--- src/rtl/change_dispenser_if.sv ---
// Change-dispenser bus: request/refill handshake in, coin pulses, completion and inventory out.
interface change_dispenser_if #(
    parameter int INV_W = 6
) ();
    logic             change_valid;
    logic [8:0]       change_amount;
    logic             change_ready;
    logic             refill_valid;
    logic [INV_W-1:0] refill_q;
    logic [INV_W-1:0] refill_d;
    logic [INV_W-1:0] refill_n;
    logic             quarter_out;
    logic             dime_out;
    logic             nickel_out;
    logic             done;
    logic [8:0]       shortfall;
    logic             err;
    logic [INV_W-1:0] inv_q;
    logic [INV_W-1:0] inv_d;
    logic [INV_W-1:0] inv_n;

    modport master (
        output change_valid, change_amount, refill_valid, refill_q, refill_d, refill_n,
        input  change_ready, quarter_out, dime_out, nickel_out, done, shortfall, err,
               inv_q, inv_d, inv_n
    );

    modport slave (
        input  change_valid, change_amount, refill_valid, refill_q, refill_d, refill_n,
        output change_ready, quarter_out, dime_out, nickel_out, done, shortfall, err,
               inv_q, inv_d, inv_n
    );
endinterface

--- src/rtl/change_dispenser.sv ---
// Greedy coin-change dispenser: pays a cent amount in quarters/dimes/nickels from a
// finite inventory, one coin pulse every 3 cycles, and reports any unpaid residue.
module change_dispenser #(
    parameter int INV_W  = 6,
    parameter int INIT_Q = 20,
    parameter int INIT_D = 20,
    parameter int INIT_N = 20
) (
    input  logic                clk,
    input  logic                rst_n,
    change_dispenser_if.slave   bus
);
    typedef enum logic [2:0] {IDLE, SELECT, PULSE, GAP, DONE} state_t;

    // Coin index into the inventory array: 0 = quarter, 1 = dime, 2 = nickel.
    localparam logic [1:0] C_Q = 2'd0;
    localparam logic [1:0] C_D = 2'd1;
    localparam logic [1:0] C_N = 2'd2;

    state_t                      state_q, state_d;
    logic [8:0]                  rem_q, rem_d;
    logic [1:0]                  coin_q, coin_d;
    logic [2:0][INV_W-1:0]       inv_q, inv_d;
    logic                        pick_ok;
    logic [1:0]                  pick;

    function automatic logic [INV_W-1:0] sat_add(input logic [INV_W-1:0] a,
                                                 input logic [INV_W-1:0] b);
        logic [INV_W:0] s;
        s = {1'b0, a} + {1'b0, b};
        return s[INV_W] ? '1 : s[INV_W-1:0];
    endfunction

    function automatic logic [8:0] coin_value(input logic [1:0] c);
        case (c)
            C_Q:     return 9'd25;
            C_D:     return 9'd10;
            default: return 9'd5;
        endcase
    endfunction

    // Largest coin that fits the remaining amount and is still in stock.
    always_comb begin
        pick_ok = 1'b0;
        pick    = C_Q;
        if (rem_q >= 9'd25 && inv_q[C_Q] != '0) begin
            pick_ok = 1'b1;
            pick    = C_Q;
        end else if (rem_q >= 9'd10 && inv_q[C_D] != '0) begin
            pick_ok = 1'b1;
            pick    = C_D;
        end else if (rem_q >= 9'd5 && inv_q[C_N] != '0) begin
            pick_ok = 1'b1;
            pick    = C_N;
        end
    end

    // FSM state register; reset abandons any request in flight.
    always_ff @(posedge clk or negedge rst_n) begin
        if (!rst_n) state_q <= IDLE;
        else        state_q <= state_d;
    end

    // FSM next-state: SELECT ends the request when nothing more can be paid.
    always_comb begin
        state_d = state_q;
        case (state_q)
            IDLE:    if (bus.change_valid) state_d = SELECT;
            SELECT:  state_d = pick_ok ? PULSE : DONE;
            PULSE:   state_d = GAP;
            GAP:     state_d = SELECT;
            DONE:    state_d = IDLE;
            default: state_d = IDLE;
        endcase
    end

    // FSM outputs: Moore decode of state plus the latched coin choice.
    always_comb begin
        bus.change_ready = (state_q == IDLE);
        bus.quarter_out  = (state_q == PULSE) && (coin_q == C_Q);
        bus.dime_out     = (state_q == PULSE) && (coin_q == C_D);
        bus.nickel_out   = (state_q == PULSE) && (coin_q == C_N);
        bus.done         = (state_q == DONE);
        bus.shortfall    = (state_q == DONE) ? rem_q : 9'd0;
        bus.err          = (state_q == DONE) && (rem_q != 9'd0);
        bus.inv_q        = inv_q[C_Q];
        bus.inv_d        = inv_q[C_D];
        bus.inv_n        = inv_q[C_N];
    end

    // Datapath next-state: latch amount and refill in IDLE, pay one coin per PULSE.
    // Refill lands at the handshake edge, so the first SELECT already sees it.
    always_comb begin
        rem_d  = rem_q;
        coin_d = coin_q;
        inv_d  = inv_q;
        case (state_q)
            IDLE: begin
                if (bus.change_valid) rem_d = bus.change_amount;
                if (bus.refill_valid) begin
                    inv_d[C_Q] = sat_add(inv_q[C_Q], bus.refill_q);
                    inv_d[C_D] = sat_add(inv_q[C_D], bus.refill_d);
                    inv_d[C_N] = sat_add(inv_q[C_N], bus.refill_n);
                end
            end
            SELECT: if (pick_ok) coin_d = pick;
            PULSE: begin
                // Selection guarantees coin <= remaining and stock > 0.
                rem_d = rem_q - coin_value(coin_q);
                case (coin_q)
                    C_Q:     inv_d[C_Q] = inv_q[C_Q] - 1'b1;
                    C_D:     inv_d[C_D] = inv_q[C_D] - 1'b1;
                    default: inv_d[C_N] = inv_q[C_N] - 1'b1;
                endcase
            end
            default: ;
        endcase
    end

    // Datapath registers; inventory returns to its initial stock on reset.
    always_ff @(posedge clk or negedge rst_n) begin
        if (!rst_n) begin
            rem_q      <= 9'd0;
            coin_q     <= C_Q;
            inv_q[C_Q] <= INV_W'(INIT_Q);
            inv_q[C_D] <= INV_W'(INIT_D);
            inv_q[C_N] <= INV_W'(INIT_N);
        end else begin
            rem_q  <= rem_d;
            coin_q <= coin_d;
            inv_q  <= inv_d;
        end
    end
endmodule
--- src/flat_wrapper.sv ---
// flat-port wrapper written by rule: the top's interface ports become plain ports
module change_dispenser_flat 
#(
    parameter int INV_W  = 6,
    parameter int INIT_Q = 20,
    parameter int INIT_D = 20,
    parameter int INIT_N = 20
)
  (clk, rst_n, bus_change_valid, bus_change_amount, bus_refill_valid, bus_refill_q, bus_refill_d, bus_refill_n, bus_change_ready, bus_quarter_out, bus_dime_out, bus_nickel_out, bus_done, bus_shortfall, bus_err, bus_inv_q, bus_inv_d, bus_inv_n);
  change_dispenser_if #(.INV_W(INV_W)) bus_i ();
  input  logic clk;
  input  logic rst_n;
  input wire logic [$bits(bus_i.change_valid)-1:0] bus_change_valid;
  input wire logic [$bits(bus_i.change_amount)-1:0] bus_change_amount;
  input wire logic [$bits(bus_i.refill_valid)-1:0] bus_refill_valid;
  input wire logic [$bits(bus_i.refill_q)-1:0] bus_refill_q;
  input wire logic [$bits(bus_i.refill_d)-1:0] bus_refill_d;
  input wire logic [$bits(bus_i.refill_n)-1:0] bus_refill_n;
  output wire logic [$bits(bus_i.change_ready)-1:0] bus_change_ready;
  output wire logic [$bits(bus_i.quarter_out)-1:0] bus_quarter_out;
  output wire logic [$bits(bus_i.dime_out)-1:0] bus_dime_out;
  output wire logic [$bits(bus_i.nickel_out)-1:0] bus_nickel_out;
  output wire logic [$bits(bus_i.done)-1:0] bus_done;
  output wire logic [$bits(bus_i.shortfall)-1:0] bus_shortfall;
  output wire logic [$bits(bus_i.err)-1:0] bus_err;
  output wire logic [$bits(bus_i.inv_q)-1:0] bus_inv_q;
  output wire logic [$bits(bus_i.inv_d)-1:0] bus_inv_d;
  output wire logic [$bits(bus_i.inv_n)-1:0] bus_inv_n;
  assign bus_i.change_valid = bus_change_valid;
  assign bus_i.change_amount = bus_change_amount;
  assign bus_i.refill_valid = bus_refill_valid;
  assign bus_i.refill_q = bus_refill_q;
  assign bus_i.refill_d = bus_refill_d;
  assign bus_i.refill_n = bus_refill_n;
  assign bus_change_ready = bus_i.change_ready;
  assign bus_quarter_out = bus_i.quarter_out;
  assign bus_dime_out = bus_i.dime_out;
  assign bus_nickel_out = bus_i.nickel_out;
  assign bus_done = bus_i.done;
  assign bus_shortfall = bus_i.shortfall;
  assign bus_err = bus_i.err;
  assign bus_inv_q = bus_i.inv_q;
  assign bus_inv_d = bus_i.inv_d;
  assign bus_inv_n = bus_i.inv_n;
  change_dispenser #(.INV_W(INV_W), .INIT_Q(INIT_Q), .INIT_D(INIT_D), .INIT_N(INIT_N)) u_core (.clk(clk), .rst_n(rst_n), .bus(bus_i));
endmodule
--- config.mk ---
export PLATFORM = sky130hd
export DESIGN_NAME = change_dispenser_flat
export DESIGN_NICKNAME = d
export VERILOG_FILES = /design/src/rtl/change_dispenser_if.sv /design/src/rtl/change_dispenser.sv /design/src/flat_wrapper.sv
export SDC_FILE = /design/constraint.sdc
export NUM_CORES = 1
export LEC_CHECK = 0
export BUFFER_PORTS_ARGS = -buffer_cell sky130_fd_sc_hd__buf_2
export CAP_MARGIN = 40
export CORE_ASPECT_RATIO = 1.1
export CORE_UTILIZATION = 55
export DETAILED_ROUTE_END_ITERATION = 6
export GPL_ROUTABILITY_DRIVEN = 0
export PLACE_DENSITY_LB_ADDON = 0.05
export SETUP_SLACK_MARGIN = 0.15
export SYNTH_ARGS = -nofsm -noshare
export SYNTH_HDL_FRONTEND = slang
export SYNTH_SLANG_ARGS = --single-unit
--- constraint.sdc ---
create_clock -name clk -period 2.3 [get_ports clk]
set_input_delay 0.115 -clock clk [delete_from_list [all_inputs] [get_ports clk]]
set_output_delay 0.115 -clock clk [all_outputs]
set_load 0.02 [all_outputs]
After elaboration in Yosys (flattened, before gate mapping)
Index checks and enable logic that the tools add are counted.
{"block": "totals", "wordCells": 69, "out_inout_bits": 33, "mem_bits_rw": 0, "in_bits": 31, "latch_bits": 0, "mem_bits_ro": 0, "register_bits": 32, "memories": 0}
{"block": "op_classes", "reduce_logical": 20, "mul": 0, "shifts": 0, "div": 0, "n_mux": 22, "magnitude_cmp": 3, "eq_ne": 11, "bitwise_logic": 0, "n_addsub": 7}
{"cell": "6-bit two-way mux", "count": 6}
{"cell": "18-bit case mux with 2 select lines", "count": 1}
{"cell": "9-bit two-way mux", "count": 3}
{"cell": "6-bit by 6-bit adder with 7-bit output", "count": 3}
{"cell": "18-bit two-way mux", "count": 1}
{"cell": "9-bit case mux with 2 select lines", "count": 1}
{"cell": "6-bit nonzero test", "count": 3}
{"cell": "6-bit by 1-bit subtractor with 6-bit output, second input constant", "count": 3}
{"cell": "3-bit case mux with 4 select lines", "count": 1}
{"cell": "2-bit != test, second input constant", "count": 5}
{"cell": "5-bit case mux with 2 select lines", "count": 1}
{"cell": "9-bit by 3-bit >= comparator with 1-bit output, second input constant", "count": 1}
{"cell": "9-bit by 4-bit >= comparator with 1-bit output, second input constant", "count": 1}
{"cell": "9-bit by 5-bit >= comparator with 1-bit output, second input constant", "count": 1}
{"cell": "3-bit AND reduction", "count": 3}
{"cell": "9-bit nonzero test", "count": 1}
{"cell": "9-bit subtractor", "count": 1}
{"cell": "1-bit logical AND", "count": 7}
{"cell": "3-bit by 2-bit == test with 1-bit output, second input constant", "count": 2}
{"cell": "2-bit two-way mux", "count": 3}
{"cell": "3-bit two-way mux", "count": 2}
{"cell": "2-bit AND reduction", "count": 2}
{"cell": "3-bit by 1-bit == test with 1-bit output, second input constant", "count": 1}
{"cell": "3-bit == test, second input constant", "count": 1}
{"cell": "other kinds (7)", "count": 9}

Longest topological paths before layout
{"block": "depth", "word_depth": 7, "mapped_depth": 8, "mapped_depth_nobuf": 8}

Worst setup path after synthesis
OpenSTA, ideal clock, no wires.
{"block": "synth_timing", "path_kind": "flip-flop to flip-flop", "from": "register u_core.inv_q (netlist bit u_core.bus.inv_d[0])", "to": "register u_core.inv_q (netlist bit u_core.bus.inv_d[3])", "setup_ps": 104, "n_path_buf": 0, "t_required_ps": 2196, "arrival_time_ps": 1989, "path_stages_with_launch": 9, "synth_period_minus_slack_ps": 2093, "slack_ps": 207, "path_cell_list": "dfrtp_1 -> ha_1 -> inv_1 -> fa_1 -> nand2b_1 -> a21oi_1 -> a31oi_1 -> and2_1 -> a221oi_1"}
{"block": "synth_between", "elab_chain_cells": 4, "word_cells_on_any_way": 6, "cone_classes": "add/sub (2); mux (4)"}
{"item": "start: declaration", "line": "change_dispenser.sv:23", "rtl": "logic [2:0][INV_W-1:0] inv_q, inv_d;"}
{"item": "start signal: indexed assignment", "line": "change_dispenser.sv:125", "rtl": "inv_q[C_Q] <= INV_W'(INIT_Q);"}
{"item": "start signal: indexed assignment", "line": "change_dispenser.sv:126", "rtl": "inv_q[C_D] <= INV_W'(INIT_D);"}
{"item": "start signal: indexed assignment", "line": "change_dispenser.sv:127", "rtl": "inv_q[C_N] <= INV_W'(INIT_N);"}
{"item": "6-bit by 6-bit adder with 7-bit output", "line": "change_dispenser.sv:30", "rtl": "s = {1'b0, a} + {1'b0, b};"}
{"item": "6-bit two-way mux", "line": "change_dispenser.sv:31", "rtl": "return s[INV_W] ? '1 : s[INV_W-1:0];"}
{"item": "18-bit two-way mux", "line": "change_dispenser.sv:100", "rtl": "if (bus.refill_valid) begin"}
{"item": "18-bit case mux with 2 select lines *", "line": "change_dispenser.sv:97", "rtl": "case (state_q)"}
Mark *: on every way between the ends. The rest lies on a longest branch, timed or not. The select of a mux whose other input is x is not followed.
A chain may end at the register's enable or synchronous reset.

Worst setup path after layout
{"block": "layout_timing", "from": "register u_core.state_q[2]", "to": "output port bus_dime_out"}
{"block": "layout_between", "elab_chain_cells": 2}
{"item": "start: declaration", "line": "change_dispenser.sv:20", "rtl": "state_t state_q, state_d;"}
{"item": "start signal: assignment", "line": "change_dispenser.sv:61", "rtl": "else state_q <= state_d;"}
{"item": "3-bit by 2-bit == test with 1-bit output", "line": "change_dispenser.sv:81", "rtl": "bus.dime_out = (state_q == PULSE) && (coin_q == C_D);"}
{"item": "1-bit logical AND", "line": "change_dispenser.sv:81"}
{"item": "end: declaration", "line": "flat_wrapper.sv:21", "rtl": "output wire logic [$bits(bus_i.dime_out)-1:0] bus_dime_out;"}
No other way between the ends.

==> results <==
- The final hold violation count came to 0.
- The post-synthesis net count is 401.
- STA classifies the critical path startpoint as a flop.
- The share of total power dissipated in sequential elements is 0.257.
- The starting density of the core is 0.574.
- By startpoint and endpoint, the worst setup path is classified as reg2out.
- Once placement completed, the tool counted placed cells totaling 457.
- The overall die height is 77.8 um.
- Across all register-to-register paths, the minimum setup slack is 230 ps.
- The sequential cells in the finished layout cover a total of 811 um2.
- On the final layout, the worst hold slack is 31.0 ps.
- Setup repair after global routing could not meet its margin everywhere.
- Once detail routing completed, the nets flagged for antenna violations numbered 0.
- The dominant synthesized flop cell is sky130_fd_sc_hd__dfrtp_1.
- The normalized max-slew margin is 0.504.
- The remaining design rule violation count is 12.
- The number of unique standard cell types used by synthesis is 63.
- The flow ran to the end, but the final reports show violations.
- The net switching share of the total power is 0.494.
- The max-cap violation count is 0.
- The power per unit of standard cell area is 1400 nW/um2.
- Synthesis inferred 32 register bits.
- The repair_antennas step left the layout with diodes totalling 0.
- The internal power of the cells totals 0.00243 W.
- The share of total power dissipated in the clock network is 0.095.
- The fraction of layout cells with a size suffix above 1 is 0.271.
- The finished layout holds 467 standard cells, fillers aside.
- Derived from the worst setup path, the maximum achievable clock frequency is 0.482 GHz.
- The synthesized cell area is 2870 um2.
- The critical path starts at u_core.state_q[2].
- The total number of H-tree levels is 2.
- Measured in cells, the most critical reg-to-reg path has a length of 7.
- For this run, the detailed router's first-pass iteration total came to 6.
- Across the VDD grid, the largest voltage drop is 0.000687 V.
- The smallest clock period supported by the final layout is computed as 2080 ps.
- In the global route stage, overall resource usage came out at 0.265.
- The number of sinks handled by clock tree synthesis is 32.
- The total net switching power is 0.00238 W.
- Each instance of the synthesized netlist takes up on average 8.46 um2.
- The kind of capture point of the worst setup path is an output port.
- The proportion of synthesized flip-flops having asynchronous set or reset is 1.00.
- The number of global-route vias before repair is 2592.
- The number of buffers inserted by port buffering is 63.
- The data arrival time of the critical path is 1960 ps.
- The clock-pin slew on the worst setup and hold paths is 70 ps.
- Detailed placement ended at an HPWL of 5180 um.
- Pin placement for this block handled 64 I/O pins.
- The worst-case clock buffer depth is 2.
- Setup violations remaining at the end of the flow were counted as 0.
- Following the worst setup path forward leads to its endpoint at bus_dime_out.
- The worst hold path depth is 3.
- For this block, the initial DRC count from the detailed router was 172.
- Summing over every cut layer, the via total after detailed routing is 2787.
- The part of the cycle the worst path needs is 0.902.
- The number of warning messages in the yosys log is 0.
- At the pin with the least slew margin, the transition time is 744 ps.
- The final reports fail on DRC.
- Yosys mapped a number of flops with a built-in enable equal to 0.
- The TritonCTS clock tree is built.
- For the final routed database, the setup TNS stands at 0 ps.
- The floorplan step set the die width to 70.9 um.
- The clock reaches the later pin of the worst-skew pair after 290 ps.
- Of all nets on the critical path, the largest fanout is 8.
- The initial antenna violation count is 0.
- Fill cells in the final layout number 452.
- The routed wire length per instance is 15.1 um.
- In this run, CTS created clock tree buffers numbering 5.
- The total wire length after detailed routing is 7030 um.
- The share of synthesized area occupied by flip-flops and latches is 0.282.
- The tree is rooted in a sky130_fd_sc_hd__clkbuf_8.
- The relative contribution of combinational cells to total power is 0.648.
- The floorplan step defined a die boundary enclosing 5510 um2.
- In this run the critical register-to-register path is launched from u_core.bus.inv_d[0].
- At the end of the flow the core is filled with cells to 0.688.
- Entering global routing, the biggest net connects 33 pins.
- At the worst endpoint, the required time is 2180 ps.
- The endpoint identified for the worst register-to-register timing path is u_core.state_q[1].
- The tightest min-delay check is of the in2reg type.
- The cell count after synthesis came out at 339.
- For this design the static power due to leakage is 1.55 nW.
- The worst clock skew on the final layout is 6.45 ps.
- The multi-input combinational cells in the finished layout cover a total of 2000 um2.
- Row generation in the floorplan step produced 27 rows.
- The worst hold path begins at bus_change_amount[5].
- The core region is 5000 um2.
- The total count of max-transition violations in the final report was 0.
- Using the TritonRoute via totals, the vias-per-cell ratio works out to 5.97.
- After the last flow step, the layout net total stands at 470.
- The total grt overflow is 0.
- From synthesis to final layout, the design area changed by 19.9%.
- The first-pass GRT wire length is 11700 um.
[state kept, by name, indices dropped and copies added, names as in the netlist]
| register | flops |
|---|---|
| u_core.state_q | 3 |
| u_core.bus.inv_d | 6 |
| u_core.rem_q | 9 |
| u_core.bus.inv_n | 6 |
| u_core.coin_q | 2 |
| u_core.bus.inv_q | 6 |
[layer usage]
metal / vias up / track usage / part of all wire
met1: 1323 / 0.343 / 0.45
li1: 1376 / - / -
met4: 0 / 0.102 / 0.012
met3: 8 / 0.0286 / 0.046
met5: - / 0 / 0
met2: 80 / 0.453 / 0.50
[final cells by class]
class                           instances  area share
Inverter                               20      0.0218
Clock buffer                            6      0.0240
Timing Repair Buffer                   73       0.114
Clock inverter                          2     0.00291
Multi-Input combinational cell        276       0.580
Sequential cell                        32       0.236
Tap cell                               58      0.0211
[per-stage QoR]
stage | power (W) | instance area, um2 | setup slack [ps]
5_1_grt | 0.00523 | 3440 | 126
6_report | 0.00481 | 3440 | 225
4_1_cts | 0.00469 | 3380 | 152
3_3_place_gp | 0.00416 | 3270 | 266
3_5_place_dp | 0.00420 | 3270 | 124
2_1_floorplan | 0.00342 | 2870 | 207
[power by group through the flow]
stage | logic (W) | registers, W | clock network [W]
5_1_grt | 0.00345 | 0.00129 | 0.000488
2_1_floorplan | 0.00208 | 0.00134 | 0
3_3_place_gp | 0.00294 | 0.00122 | 0
3_5_place_dp | 0.00297 | 0.00123 | 0
4_1_cts | 0.00300 | 0.00122 | 0.000468
6_report | 0.00311 | 0.00124 | 0.000458
[how the worst min path moves through the flow]
stage	endpoint
finish	u_core.rem_q[5]
global route	u_core.rem_q[6]
CTS	u_core.rem_q[5]
detailed placement	u_core.bus.inv_q[1]
global placement	u_core.bus.inv_q[1]
floorplan	u_core.bus.inv_d[0]
[cells in the mapped netlist, types with 6 or more instances]
| cell | count | area share |
|---|---|---|
| sky130_fd_sc_hd__nand2b_1 | 7 | 0.015 |
| sky130_fd_sc_hd__buf_2 | 6 | 0.010 |
| sky130_fd_sc_hd__o21a_1 | 9 | 0.024 |
| sky130_fd_sc_hd__xor2_1 | 8 | 0.024 |
| sky130_fd_sc_hd__nor2_1 | 26 | 0.034 |
| sky130_fd_sc_hd__nand2_1 | 22 | 0.029 |
| sky130_fd_sc_hd__o21ai_0 | 16 | 0.028 |
| sky130_fd_sc_hd__and2_1 | 11 | 0.024 |
| sky130_fd_sc_hd__nor2b_1 | 6 | 0.013 |
| sky130_fd_sc_hd__dfstp_2 | 6 | 0.055 |
| sky130_fd_sc_hd__dfrtp_1 | 26 | 0.23 |
| sky130_fd_sc_hd__inv_1 | 19 | 0.025 |
| sky130_fd_sc_hd__ha_1 | 27 | 0.12 |
| sky130_fd_sc_hd__mux2i_1 | 8 | 0.028 |
| sky130_fd_sc_hd__nor3_1 | 11 | 0.019 |
| sky130_fd_sc_hd__o21ai_1 | 9 | 0.016 |
| sky130_fd_sc_hd__a21oi_1 | 25 | 0.044 |
| sky130_fd_sc_hd__nand3_1 | 9 | 0.016 |
[kinds of logic (layout without fill, tap and decap cells)]
logic type	count (synthesis)	count (layout)	synth area share
AND/OR/NAND/NOR	123	123	0.232
AO/OA/AOI/OAI	102	102	0.233
flip-flops	32	32	0.282
adder cells (fa/ha/maj)	31	31	0.146
buffers and inverters	31	101	0.0432
XOR/XNOR	12	12	0.0366
multiplexers	8	8	0.0279
[cells in the final DEF (no fill, tap or decap), types with 4 or more instances in the layout]
| cell type | count |
|---|---|
| sky130_fd_sc_hd__buf_2 | 63 |
| sky130_fd_sc_hd__nor2_1 | 25 |
| sky130_fd_sc_hd__ha_1 | 25 |
| sky130_fd_sc_hd__dfrtp_1 | 24 |
| sky130_fd_sc_hd__a21oi_1 | 23 |
| sky130_fd_sc_hd__nand2_1 | 22 |
| sky130_fd_sc_hd__inv_1 | 18 |
| sky130_fd_sc_hd__o21ai_0 | 16 |
| sky130_fd_sc_hd__nor3_1 | 11 |
| sky130_fd_sc_hd__and2_1 | 10 |
| sky130_fd_sc_hd__o21a_1 | 9 |
| sky130_fd_sc_hd__nand3_1 | 9 |
| sky130_fd_sc_hd__buf_4 | 9 |
| sky130_fd_sc_hd__xor2_1 | 8 |
| sky130_fd_sc_hd__mux2i_1 | 8 |
| sky130_fd_sc_hd__o21ai_1 | 8 |
| sky130_fd_sc_hd__nand2b_1 | 6 |
| sky130_fd_sc_hd__nor2b_1 | 6 |
| sky130_fd_sc_hd__clkbuf_8 | 6 |
| sky130_fd_sc_hd__dfstp_2 | 6 |
| sky130_fd_sc_hd__nor3b_1 | 5 |
| sky130_fd_sc_hd__a21oi_2 | 4 |
| sky130_fd_sc_hd__or3_1 | 4 |
| sky130_fd_sc_hd__xnor2_1 | 4 |
| sky130_fd_sc_hd__fa_1 | 4 |
[worst max-delay path: stages, from the launching register on]
cell,delay (ps)
sky130_fd_sc_hd__dfrtp_1,450
sky130_fd_sc_hd__or3b_1,530
sky130_fd_sc_hd__buf_4,220
sky130_fd_sc_hd__nor2_2,240
sky130_fd_sc_hd__buf_2,230
[what timing repair did]
action / 4_1_cts / 5_1_grt
hold buffers: 1 / 0
endpoints found under the setup margin: 2 / 9
resized for setup: 2 / 14
endpoints found under the hold margin: 26 / 0
setup buffers: 0 / 1
pin swaps: 0 / 2
(Power assumes the default switching activity.)
